$ cat src/rtl/spi_mem_host_ctrl_if.sv
// Parallel request/response handshake between a host and spi_mem_host_ctrl.
// The host side uses the master modport and the controller uses the slave modport.
interface spi_mem_host_ctrl_if;
    logic       req_valid;
    logic       req_ready;
    logic       req_wr;
    logic [7:0] req_addr;
    logic [7:0] req_wdata;
    logic       rsp_valid;
    logic [7:0] rsp_rdata;
    logic       rsp_err;

    modport master (
        output req_valid, req_wr, req_addr, req_wdata,
        input  req_ready, rsp_valid, rsp_rdata, rsp_err
    );

    modport slave (
        input  req_valid, req_wr, req_addr, req_wdata,
        output req_ready, rsp_valid, rsp_rdata, rsp_err
    );
endinterface

$ cat src/rtl/spi_mem_host_ctrl.sv
// Host-side controller for the single-port SPI memory: serializes op/address/write data onto cs/miso,
// collects LSB-first read data from mosi, and reports completion or error as a one-cycle response.
module spi_mem_host_ctrl #(
    parameter int ADDR_LIMIT = 32,
    parameter int TIMEOUT    = 16
) (
    input  logic               clk,
    input  logic               rst,
    spi_mem_host_ctrl_if.slave bus,
    output logic               cs,
    output logic               miso,
    input  logic               mosi,
    input  logic               ready,
    input  logic               op_done
);

    localparam logic [2:0] IDLE       = 3'd0;
    localparam logic [2:0] CMD        = 3'd1;
    localparam logic [2:0] ADDR       = 3'd2;
    localparam logic [2:0] WDATA      = 3'd3;
    localparam logic [2:0] WAIT_WDONE = 3'd4;
    localparam logic [2:0] WAIT_RDY   = 3'd5;
    localparam logic [2:0] RDATA      = 3'd6;
    localparam logic [2:0] WAIT_RDONE = 3'd7;

    localparam int              WAIT_W    = $clog2(TIMEOUT + 1);
    localparam logic [WAIT_W-1:0] WAIT_LAST = WAIT_W'(TIMEOUT - 1);
    localparam logic [8:0]      LIMIT     = 9'(ADDR_LIMIT);

    logic [2:0]        state;
    logic [2:0]        state_nx;
    logic [3:0]        bit_cnt;
    logic [3:0]        bit_cnt_nx;
    logic [WAIT_W-1:0] wait_cnt;
    logic [WAIT_W-1:0] wait_cnt_nx;
    logic              op_wr;
    logic              op_wr_nx;
    logic [7:0]        op_addr;
    logic [7:0]        op_addr_nx;
    logic [7:0]        op_wdata;
    logic [7:0]        op_wdata_nx;
    logic [7:0]        rdata;
    logic [7:0]        rdata_nx;
    logic              err_pend;
    logic              err_pend_nx;

    logic              cs_nx;
    logic              miso_nx;
    logic              req_ready_q;
    logic              req_ready_nx;
    logic              rsp_valid_q;
    logic              rsp_valid_nx;
    logic              rsp_err_q;
    logic              rsp_err_nx;
    logic [7:0]        rsp_rdata_q;
    logic [7:0]        rsp_rdata_nx;

    logic              accept;
    logic              in_range;
    logic              wait_expired;

    assign accept       = (state == IDLE) && req_ready_q && bus.req_valid;
    assign in_range     = ({1'b0, bus.req_addr} < LIMIT);
    assign wait_expired = (wait_cnt == WAIT_LAST);

    assign bus.req_ready = req_ready_q;
    assign bus.rsp_valid = rsp_valid_q;
    assign bus.rsp_err   = rsp_err_q;
    assign bus.rsp_rdata = rsp_rdata_q;

    // Next-state logic; every registered output is recomputed each cycle so the response is a single pulse.
    always_comb begin
        state_nx     = state;
        bit_cnt_nx   = bit_cnt;
        wait_cnt_nx  = wait_cnt;
        op_wr_nx     = op_wr;
        op_addr_nx   = op_addr;
        op_wdata_nx  = op_wdata;
        rdata_nx     = rdata;
        err_pend_nx  = 1'b0;
        cs_nx        = cs;
        miso_nx      = miso;
        rsp_valid_nx = 1'b0;
        rsp_err_nx   = 1'b0;
        rsp_rdata_nx = 8'h00;

        case (state)
            IDLE: begin
                cs_nx   = 1'b1;
                miso_nx = 1'b0;
                if (err_pend) begin
                    rsp_valid_nx = 1'b1;
                    rsp_err_nx   = 1'b1;
                end else if (accept) begin
                    if (in_range) begin
                        state_nx    = CMD;
                        cs_nx       = 1'b0;
                        miso_nx     = bus.req_wr;
                        op_wr_nx    = bus.req_wr;
                        op_addr_nx  = bus.req_addr;
                        op_wdata_nx = bus.req_wdata;
                        bit_cnt_nx  = 4'd0;
                        rdata_nx    = 8'h00;
                    end else begin
                        err_pend_nx = 1'b1;
                    end
                end
            end

            CMD: begin
                state_nx   = ADDR;
                bit_cnt_nx = 4'd0;
            end

            // bit_cnt[3] marks that all eight address bits have already been put on the wire.
            ADDR: begin
                if (bit_cnt[3]) begin
                    if (op_wr) begin
                        state_nx   = WDATA;
                        miso_nx    = op_wdata[0];
                        bit_cnt_nx = 4'd1;
                    end else begin
                        state_nx    = WAIT_RDY;
                        cs_nx       = 1'b1;
                        miso_nx     = 1'b0;
                        wait_cnt_nx = '0;
                    end
                end else begin
                    miso_nx    = op_addr[bit_cnt[2:0]];
                    bit_cnt_nx = bit_cnt + 4'd1;
                end
            end

            WDATA: begin
                if (bit_cnt[3]) begin
                    state_nx    = WAIT_WDONE;
                    cs_nx       = 1'b1;
                    miso_nx     = 1'b0;
                    wait_cnt_nx = '0;
                end else begin
                    miso_nx    = op_wdata[bit_cnt[2:0]];
                    bit_cnt_nx = bit_cnt + 4'd1;
                end
            end

            WAIT_WDONE: begin
                if (op_done) begin
                    state_nx     = IDLE;
                    rsp_valid_nx = 1'b1;
                end else if (wait_expired) begin
                    state_nx     = IDLE;
                    rsp_valid_nx = 1'b1;
                    rsp_err_nx   = 1'b1;
                end else begin
                    wait_cnt_nx = wait_cnt + 1'b1;
                end
            end

            // A completion pulse before all read bits arrived means the memory and controller disagree.
            WAIT_RDY: begin
                if (op_done || (!ready && wait_expired)) begin
                    state_nx     = IDLE;
                    rsp_valid_nx = 1'b1;
                    rsp_err_nx   = 1'b1;
                end else if (ready) begin
                    state_nx   = RDATA;
                    rdata_nx   = {7'b0, mosi};
                    bit_cnt_nx = 4'd1;
                end else begin
                    wait_cnt_nx = wait_cnt + 1'b1;
                end
            end

            RDATA: begin
                if (op_done) begin
                    state_nx     = IDLE;
                    rsp_valid_nx = 1'b1;
                    rsp_err_nx   = 1'b1;
                end else begin
                    rdata_nx[bit_cnt[2:0]] = mosi;
                    if (bit_cnt == 4'd7) begin
                        state_nx    = WAIT_RDONE;
                        wait_cnt_nx = '0;
                    end else begin
                        bit_cnt_nx = bit_cnt + 4'd1;
                    end
                end
            end

            WAIT_RDONE: begin
                if (op_done) begin
                    state_nx     = IDLE;
                    rsp_valid_nx = 1'b1;
                    rsp_rdata_nx = rdata;
                end else if (wait_expired) begin
                    state_nx     = IDLE;
                    rsp_valid_nx = 1'b1;
                    rsp_err_nx   = 1'b1;
                end else begin
                    wait_cnt_nx = wait_cnt + 1'b1;
                end
            end

            default: begin
                state_nx = IDLE;
                cs_nx    = 1'b1;
                miso_nx  = 1'b0;
            end
        endcase

        req_ready_nx = (state_nx == IDLE) && !err_pend_nx;
    end

    // Reset drops the bus immediately so the memory never sees a half-finished frame.
    always_ff @(posedge clk or negedge rst) begin
        if (!rst) begin
            state       <= IDLE;
            bit_cnt     <= 4'd0;
            wait_cnt    <= '0;
            op_wr       <= 1'b0;
            op_addr     <= 8'h00;
            op_wdata    <= 8'h00;
            rdata       <= 8'h00;
            err_pend    <= 1'b0;
            cs          <= 1'b1;
            miso        <= 1'b0;
            req_ready_q <= 1'b0;
            rsp_valid_q <= 1'b0;
            rsp_err_q   <= 1'b0;
            rsp_rdata_q <= 8'h00;
        end else begin
            state       <= state_nx;
            bit_cnt     <= bit_cnt_nx;
            wait_cnt    <= wait_cnt_nx;
            op_wr       <= op_wr_nx;
            op_addr     <= op_addr_nx;
            op_wdata    <= op_wdata_nx;
            rdata       <= rdata_nx;
            err_pend    <= err_pend_nx;
            cs          <= cs_nx;
            miso        <= miso_nx;
            req_ready_q <= req_ready_nx;
            rsp_valid_q <= rsp_valid_nx;
            rsp_err_q   <= rsp_err_nx;
            rsp_rdata_q <= rsp_rdata_nx;
        end
    end

endmodule

$ cat src/flat_wrapper.sv
// flat-port wrapper written by rule: the top's interface ports become plain ports
module spi_mem_host_ctrl_flat 
#(
    parameter int ADDR_LIMIT = 32,
    parameter int TIMEOUT    = 16
)
  (clk, rst, cs, miso, mosi, ready, op_done, bus_req_valid, bus_req_wr, bus_req_addr, bus_req_wdata, bus_req_ready, bus_rsp_valid, bus_rsp_rdata, bus_rsp_err);
  spi_mem_host_ctrl_if bus_i ();
  input  logic clk;
  input  logic rst;
  output logic cs;
  output logic miso;
  input  logic mosi;
  input  logic ready;
  input  logic op_done;
  input wire logic [$bits(bus_i.req_valid)-1:0] bus_req_valid;
  input wire logic [$bits(bus_i.req_wr)-1:0] bus_req_wr;
  input wire logic [$bits(bus_i.req_addr)-1:0] bus_req_addr;
  input wire logic [$bits(bus_i.req_wdata)-1:0] bus_req_wdata;
  output wire logic [$bits(bus_i.req_ready)-1:0] bus_req_ready;
  output wire logic [$bits(bus_i.rsp_valid)-1:0] bus_rsp_valid;
  output wire logic [$bits(bus_i.rsp_rdata)-1:0] bus_rsp_rdata;
  output wire logic [$bits(bus_i.rsp_err)-1:0] bus_rsp_err;
  assign bus_i.req_valid = bus_req_valid;
  assign bus_i.req_wr = bus_req_wr;
  assign bus_i.req_addr = bus_req_addr;
  assign bus_i.req_wdata = bus_req_wdata;
  assign bus_req_ready = bus_i.req_ready;
  assign bus_rsp_valid = bus_i.rsp_valid;
  assign bus_rsp_rdata = bus_i.rsp_rdata;
  assign bus_rsp_err = bus_i.rsp_err;
  spi_mem_host_ctrl #(.ADDR_LIMIT(ADDR_LIMIT), .TIMEOUT(TIMEOUT)) u_core (.clk(clk), .rst(rst), .bus(bus_i), .cs(cs), .miso(miso), .mosi(mosi), .ready(ready), .op_done(op_done));
endmodule
$ cat config.mk
export PLATFORM = sky130hd
export DESIGN_NAME = spi_mem_host_ctrl_flat
export DESIGN_NICKNAME = d
export VERILOG_FILES = /design/src/rtl/spi_mem_host_ctrl_if.sv /design/src/rtl/spi_mem_host_ctrl.sv /design/src/flat_wrapper.sv
export SDC_FILE = /design/constraint.sdc
export NUM_CORES = 1
export LEC_CHECK = 0
export CAP_MARGIN = 10
export CORE_UTILIZATION = 35
export DETAILED_ROUTE_END_ITERATION = 16
export SLEW_MARGIN = 20
export SYNTH_ARGS = -nofsm -noshare
export SYNTH_HDL_FRONTEND = slang
export SYNTH_SLANG_ARGS = --single-unit
export TNS_END_PERCENT = 1
$ cat constraint.sdc
create_clock -name clk -period 2.29 [get_ports clk]
set_input_delay 0.687 -clock clk [delete_from_list [all_inputs] [get_ports clk]]
set_output_delay 0.687 -clock clk [all_outputs]
set_load 0.005 [all_outputs]
# --- Word level (Yosys, flattened, before mapping) ---
# Cells that the tools add are included.
totals:
  latch_bits: 0
  in_bits: 23
  rom_bits: 0
  out_inout_bits: 13
  regBits: 51
  memories: 0
  word_cells: 142
  ram_bits: 0
classes:
  eq_ne: 25
  mul: 0
  magnitude_cmp: 3
  n_reduce_logical: 21
  bitwise_logic: 1
  addsub: 2
  muxes: 75
  n_shift: 0
  div_mod_pow: 0
op_table:
  columns: ["cell", "n"]
  rows:
  - ["8-bit 2-to-1 mux", 8]
  - ["5-bit 2-to-1 mux", 9]
  - ["4-bit 2-to-1 mux", 10]
  - ["3-bit 2-to-1 mux", 12]
  - ["5-bit one-hot mux with 5 select lines", 1]
  - ["1-bit 2-to-1 mux", 24]
  - ["4-bit one-hot mux with 6 select lines", 1]
  - ["8-bit one-hot mux with 3 select lines", 1]
  - ["3-bit one-hot mux with 7 select lines", 1]
  - ["2-bit inequality test (second input constant)", 10]
  - ["10-bit AND reduction", 2]
  - ["3-bit equality test (second input constant)", 4]
  - ["2-bit by 1-bit inequality test with 1-bit output (second input constant)", 5]
  - ["8-bit bitwise mux", 1]
  - ["8-bit by 6-bit < comparator with 1-bit output (second input constant)", 1]
  - ["1-bit one-hot mux with 4 select lines", 2]
  - ["4-bit AND reduction", 2]
  - ["8-bit AND reduction", 1]
  - ["7-bit AND reduction", 1]
  - ["1-bit binary-select mux with 3-bit select", 2]
  - ["3-bit by 2-bit equality test with 1-bit output (second input constant)", 2]
  - ["3-bit logical NOT", 2]
  - ["1-bit one-hot mux with 3 select lines", 2]
  - ["3-bit nonzero test", 2]
  - ["other kinds (16)", 21]

# --- Longest topological paths before layout ---
# Gate-level depths: netlist of run 1.
depth:
  word_depth: 8
  ltp_mapped: 8
  mapped_depth_nobuf: 8

# --- Least setup slack after synthesis of run 1 ---
# No wires, ideal clock.
synth_timing:
  path_type: "input port to flip-flop"
  start: "input bus_req_addr[7]"
  end: "register u_core.op_addr[0]"
  path_slack_ns: 0.307
  t_arrival_ns: 1.859
  n_path_buf: 1
  required_time_ns: 2.165
  setup_ns: 0.125
  cell_stages: 4
  cell_sequence: "nor3_1 -> nor4b_4 -> buf_2 -> mux2_2"
synth_between:
  elab_chain_len: 2
synth_rtl:
  columns: ["item", "line", "rtl"]
  rows:
  - ["start: declaration", "flat_wrapper.sv:18", "input wire logic [$bits(bus_i.req_addr)-1:0] bus_req_addr;"]
  - ["8-bit by 6-bit < comparator with 1-bit output", "spi_mem_host_ctrl.sv:63", "assign in_range = ({1'b0, bus.req_addr} < LIMIT);"]
  - ["4-bit AND reduction (no line)", null, null]
  - ["end signal: assignment", "spi_mem_host_ctrl.sv:236", "op_addr <= op_addr_nx;"]
  - ["end: declaration", "spi_mem_host_ctrl.sv:38", "logic [7:0] op_addr;"]
# Every way passes these cells.
# A chain may end at the register's enable or synchronous reset.

# --- Final worst setup path of run 1 ---
layout_timing:
  start: "input bus_req_addr[7]"
  end: "register u_core.miso"
layout_between:
  elab_chain_len: 5
layout_rtl:
  columns: ["item", "line", "rtl"]
  rows:
  - ["8-bit by 6-bit < comparator with 1-bit output", "spi_mem_host_ctrl.sv:63", null]
  - ["1-bit 2-to-1 mux", "spi_mem_host_ctrl.sv:95", "if (in_range) begin"]
  - ["1-bit 2-to-1 mux", "spi_mem_host_ctrl.sv:94", "end else if (accept) begin"]
  - ["1-bit 2-to-1 mux", "spi_mem_host_ctrl.sv:91", "if (err_pend) begin"]
  - ["1-bit one-hot mux with 3 select lines", "spi_mem_host_ctrl.sv:87", "case (state)"]
  - ["end signal: assignment", "spi_mem_host_ctrl.sv:241", "miso <= miso_nx;"]
  - ["end: declaration", "spi_mem_host_ctrl.sv:11", "output logic miso,"]
# Every way passes these cells.

==> impl_results.md, run 1 <==
- Slew @ Worst Pin: 0.5554 ns
- Share of cells above drive strength 1: 16.72%
- Clk buf depth: 2
- WL final: 5791 microns
- Routed vias: 2230
- GPL Wtd Cong: 0.8397
- Cell taking the most area after synthesis: dfrtp_1
- DR vias/cell: 5.284
- DR pass1 iterations: 4
- Sink Count: 51
- Worst Clk Skew: 0.008247 ns
- Setup-failing EPs final: 0
- CTS H-tree depth: 2
- Mapped Area: 2695 sq um
- Die height: 89.75 microns
- Sw Pwr: 988.6 uW
- Initial antenna violation count: 0
- CP arrival: 2.38 ns
- Post-synthesis area per instance: 9.836 sq um
- Slowest stage delay, CP: 0.43 ns
- Ys flop type: dfrtp_1
- Outcome: completed
- Die W: 89.75 microns
- Sw frac: 33.94%
- Row count: 31
- Vias in the first global route: 2145
- Final setup TNS: 0 ns
- Pint: 1924 uW
- Critical Path Fanout Max: 20
- Initial Util: 36.76%
- Root Buffer: clkbuf_8
- Fin. max-slew vios: 0
- FFs w/ async S/R, synth: 100.0%
- Initial DRC Count: 118
- Clock Latency Late Sink: 0.31 ns
- Crit path cell chain: clkdlybuf4s50_1 > nor3_2 > nor4b_4 > buf_4 > nand2_1 > and3_1 > o211ai_2
- Rel. slew slack: 62.89%
- Leakage: 0.001461 uW
- Gr ovfl total: 0
- Peak VDD IR: 0.4039 mV
- HP Class: input pin to asynchronous set/reset pin
- Power Dens Cells: 861.5 nW/um^2
- Hold Worst Slack: 0.3566 ns
- All-layer global routing usage: 15.49%
- Final min period: 2.155 ns
- Reg power frac: 42.0%
- Synth-to-Final Area Change: 25.44%
- CTS Hold Bufs: 0
- Drt wl/cell: 13.72 microns
- DRC viols: 0
- Startpoint Class: input pin
- Critical Path RT: 2.52 ns
- Die ar.: 8055 sq um
- RSZ-0062 raised after global routing: false
- EDFF count, synth: 0
- Total Power: 2912 uW
- Ys Warns: 0
- Sequential share of the synthesized area: 47.40%
- CTS buffer count: 5
- Critical path class: input pin to register
- # diodes: 0
- Top Ports: 36
- Count leader, synth: dfrtp_1
- PortBufs: 35
- Max Clk Rate: 464.0 MHz
- Clock power frac: 22.2%
- Synth top area cells: dfrtp_1 (46%), mux2_2 (6.3%), o21ai_0 (5.0%), nand2_1 (3.8%), a21oi_1 (2.6%)
- Yosys cell types: 50
- Final net count: 350
- CP Capture Type: register
- Critical-path top delay cell: clkdlybuf4s50_1
- Flop and latch count out of synthesis: 51
- Largest net degree at the start of global routing: 26
- Post-route ant nets: 0
- Synth top area share: 46.43%
- Part of the power in combinational logic: 35.8%
- Mapped Nets: 302
- Synth cell count leaders: dfrtp_1 (50), nand2_1 (27), o21ai_0 (27)
- TritonCTS clock tree: yes
- Max_cap viols: 0
- Fin crit share: 94.11%
- Syn Inst Count: 274
- Hold Vio Cnt, Final: 0
- Post-DP HPWL: 4230 microns
- Clock transition at the registers of the reported paths: 0.09 ns
- First-pass GRT wire length: 10210 microns
- CORE AREA: 7331 sq um
-- worst paths after layout --
kind,from,endpoint,slack [ns],depth (start not counted)
setup reg to reg,u_core.wait_cnt[0]$_DFFE_PN0P_,u_core.bus.req_ready$_DFF_PN0_,0.18,8
min in group clk,u_core.rdata[0]$_DFFE_PN0P_,u_core.bus.rsp_rdata[0]$_DFF_PN0_,0.48,1
setup / recovery,bus_req_addr[7],u_core.miso$_DFFE_PN0P_,0.13,7
hold / removal,rst,u_core.op_addr[0]$_DFFE_PN0P_,0.36,1
max in group asynchronous,rst,u_core.wait_cnt[3]$_DFFE_PN0P_,1.29,2
hold reg to reg,u_core.rdata[0]$_DFFE_PN0P_,u_core.bus.rsp_rdata[0]$_DFF_PN0_,0.48,1
-- repair_timing --
action / CTS / global route
endpoints found under the setup margin: 0 / 22
buffers inserted: 0 / 0
resized for setup: 0 / 1
-- power by group through the flow --
stage	combinational (uW)	clock (uW)	sequential, uW
finish	1040	645	1220
global route	1170	696	1250
CTS	1050	661	1230
detailed placement	1040	0	1250
global placement	1030	0	1240
floorplan	740	0	1170
-- cell families after synthesis --
group	after synthesis	synth area share, %
adder cells (fa/ha/maj)	5	2.321
multiplexers	20	8.124
XOR/XNOR	1	0.3250
flip-flops	51	47.40
AND/OR/NAND/NOR	95	19.45
AO/OA/AOI/OAI	77	18.48
buffers and inverters	25	3.899
-- stage by stage --
step | instances | area (sq um) | worst slack (ns) | util, %
6_report | 422 | 3381 | 0.1349 | 46.12
5_1_grt | 422 | 3381 | 0.02307 | 46.12
4_1_cts | 422 | 3376 | 0.06645 | 46.05
3_5_place_dp | 414 | 3258 | -0.2608 | 44.44
3_3_place_gp | 414 | 3258 | -0.2030 | 44.44
2_1_floorplan | 274 | 2695 | 0.3065 | -
-- metal layers --
layer  GRT usage, %  wire length, microns  share of wire (%)  up-vias
met5              0                     0                  0        -
met4          6.831                   121                2.1        0
met3          2.284                   150                2.6       12
met2          23.65                  2628                 45       39
met1          21.79                  2890                 50     1085
li1               -                     -                  -     1094
-- sequential cells by signal, indices dropped and copies added, names as in the netlist, 3 cells and up --
name and count:
u_core.rdata 8, u_core.bit_cnt 4, u_core.bus.rsp_rdata 8, u_core.state 3
u_core.op_addr 8, u_core.wait_cnt 5, u_core.op_wdata 8
-- final cells by class --
cell class              instances  area, sq um
clock buffers                   6        82.58
well taps                      99        123.9
repair buffers                 57        510.5
fillers                       709         3950
flip-flops and latches         51         1277
clock inverters                 2        35.03
inverters                       9        33.78
multi-input cells             198         1318
-- worst max-delay path, delay by kind of cell --
kind / cells / cell delay [ns]
AND/OR/NAND/NOR: 4 / 0.80
buffers and inverters: 2 / 0.75
AO/OA/AOI/OAI: 1 / 0.15
-- layout by cell type, fill, tap and decap left out, types with 4 or more instances in the layout --
cell and count:
clkbuf_8 6, o31ai_1 5, mux2i_1 5, mux2_2 15, and3_1 5, clkdlybuf4s50_1 34
buf_4 22, inv_1 9, and2_1 8, nor2_1 11, nand3b_1 4, nand2_1 27
nand2b_1 5, ha_1 5, a31oi_1 7, nor3_1 4, a21oi_1 14, o21ai_0 27
nor2b_1 9, dfrtp_1 50, nand3_1 9
Power figures use the tool's default switching activity.
==> run 2: changes to the inputs <==
--- a/config.mk
+++ b/config.mk
@@ -6,8 +6,10 @@
 export NUM_CORES = 1
 export LEC_CHECK = 0
 export CAP_MARGIN = 10
+export CORE_ASPECT_RATIO = 1.2
 export CORE_UTILIZATION = 35
 export DETAILED_ROUTE_END_ITERATION = 16
+export GPL_TIMING_DRIVEN = 0
 export SLEW_MARGIN = 20
 export SYNTH_ARGS = -nofsm -noshare
 export SYNTH_HDL_FRONTEND = slang
==> run 2 against run 1 <==
Compared with the run above:
- sequential share of layout area is 1.3 points higher
- first-iteration DRC count is 34% lower
- clock skew is 0.0014 ns lower
- critical path depth is 1 lower
- worst setup slack worse by 0.032 ns
- via count is 3.2% lower
- sequential power is 3% lower
- total power is 4.1% lower
- clock power is 13% lower
==> impl_results.md, run 2 (synthesis gave the netlist of run 1 again) <==
- Commonest non-fill, non-tap cell in the layout: dfrtp_1
- Layout Cells excl Fill: 408
- Leakage: 0.001377 uW
- DR pass1 iterations: 4
- Rel. slew slack: 57.42%
- Die height: 98.13 microns
- R2R Path Start: u_core.bit_cnt[2]$_DFFE_PN0P_
- CORE AREA: 7360 sq um
- Initial Util: 36.62%
- Total Power: 2794 uW
- Drt wl/cell: 14.59 microns
- Share of cells above drive strength 1: 11.64%
- First-pass GRT wire length: 10040 microns
- Outcome: completed
- Initial antenna violation count: 0
- DP Cell Count: 399
- Final min period: 2.188 ns
- Clock transition at the registers of the reported paths: 0.10 ns
- Critical Path RT: 2.50 ns
- TritonCTS clock tree: yes
- Vias in the first global route: 2118
- WL final: 5952 microns
- Clock Latency Late Sink: 0.31 ns
- Max_cap viols: 0
- CTS Hold Bufs: 0
- Row count: 34
- Die ar.: 8057 sq um
- R2R setup slack: 0.22 ns
- RSZ-0062 raised after global routing: false
- PortBufs: 35
- Post-DP HPWL: 4333 microns
- DRC viols: 0
- CP Capture Type: register
- CTS buffer count: 5
- HP Class: input pin to asynchronous set/reset pin
- # diodes: 0
- Worst Clk Skew: 0.006870 ns
- Initial DRC Count: 78
- Critical path class: input pin to register
- CTS H-tree depth: 2
- All-layer global routing usage: 16.05%
- Worst r2r dst: u_core.bit_cnt[3]$_DFFE_PN0P_
- Final net count: 345
- DR vias/cell: 5.289
- Top Ports: 36
- Max Clk Rate: 457.1 MHz
- Hold Vio Cnt, Final: 0
- CP arrival: 2.39 ns
- Synth-to-Final Area Change: 21.22%
- Slowest stage delay, CP: 0.62 ns
- Reg power frac: 42.4%
- GPL Wtd Cong: 0.8801
- Post-route ant nets: 0
- Fin. max-slew vios: 0
- Sw Pwr: 1028 uW
- Fin crit share: 95.53%
- Part of the power in combinational logic: 37.5%
- Setup-failing EPs final: 0
- Critical-path top delay cell: clkdlybuf4s50_1
- Routed vias: 2158
- Largest net degree at the start of global routing: 52
- Clk buf depth: 2
- Critical path buffer and inverter count: 1
- Power Dens Cells: 855.1 nW/um^2
- Clock power frac: 20.1%
- Root Buffer: clkbuf_8
- Pint: 1765 uW
- Gr ovfl total: 0
- Final core occ: 44.39%
- Slew @ Worst Pin: 0.6388 ns
- R2R cell count: 7
- Hold Worst Slack: 0.3989 ns
- Die W: 82.11 microns
- Sw frac: 36.81%
- Peak VDD IR: 0.4352 mV
- Commonest non-fill, non-tap cells in the layout: dfrtp_1 (50), clkdlybuf4s50_1 (34), nand2_1 (27), o21ai_0 (25), mux2_2 (15)
- Critical Path Fanout Max: 8
- Final setup TNS: 0 ns
- Crit path cell chain: clkdlybuf4s50_1 > nand3b_1 > o21ai_1 > nand2_1 > nand3_1 > mux2_2
- Crit path max-delay family: buffers and inverters
- Sink Count: 51
- Startpoint Class: input pin
-- run 2: how the worst max path moves through the flow --
stage / from / end / cells after the start
floorplan: bus_req_addr[7] / u_core.op_addr[0]$_DFFE_PN0P_ / 4
global placement: rst / u_core.bus.rsp_rdata[4]$_DFF_PN0_ / 1
CTS: op_done / u_core.bit_cnt[0]$_DFFE_PN0P_ / 6
global route: op_done / u_core.bit_cnt[0]$_DFFE_PN0P_ / 6
detailed placement: bus_req_addr[7] / u_core.op_addr[1]$_DFFE_PN0P_ / 5
finish: op_done / u_core.bit_cnt[0]$_DFFE_PN0P_ / 6
-- run 2: repair_timing --
item | CTS | global route
setup buffers | 1 | 0
pin swaps | 0 | 0
cloned | 0 | 0
hold endpoints to repair | 0 | 0
setup endpoints to repair | 4 | 11
gates resized for setup | 0 | 3
-- run 2: cell type report --
type                            instances  area, sq um
Clock inverter                          2        16.27
Fill cell                             717         4093
Tap cell                               90        112.6
Sequential cell                        51         1277
Multi-Input combinational cell        198         1318
Timing Repair Buffer                   36        355.3
Inverter                                9        33.78
Buffer                                 16        71.32
Clock buffer                            6        82.58
-- run 2: power groups by stage --
stage          Combinational [uW]  Sequential [uW]  Clock, uW
3_5_place_dp                 1040             1200          0
5_1_grt                      1150             1210        608
3_3_place_gp                 1020             1200          0
4_1_cts                      1040             1190        578
6_report                     1050             1180        562
2_1_floorplan                 740             1170          0
-- run 2: worst register-to-register path, cell delays in order, from the launching register on --
cell and delay (ns):
dfrtp_1 0.38, clkbuf_1 0.35, nand3_1 0.23, ha_1 0.32, nor3b_1 0.13, o21ai_0 0.18, o41ai_1 0.10, a32o_1 0.27
-- run 2: routing by layer --
metal | share of wire, % | track usage [%]
met1 | 46 | 22.40
met2 | 48 | 24.79
met3 | 3.9 | 2.897
met4 | 1.7 | 5.398
met5 | 0 | 0
-- run 2: metrics by stage --
step	setup slack, ns	cell area [sq um]
floorplan	0.3065	2695
global placement	-1.011	3158
detailed placement	-0.3573	3156
CTS	0.01946	3262
global route	0.002640	3267
finish	0.1025	3267
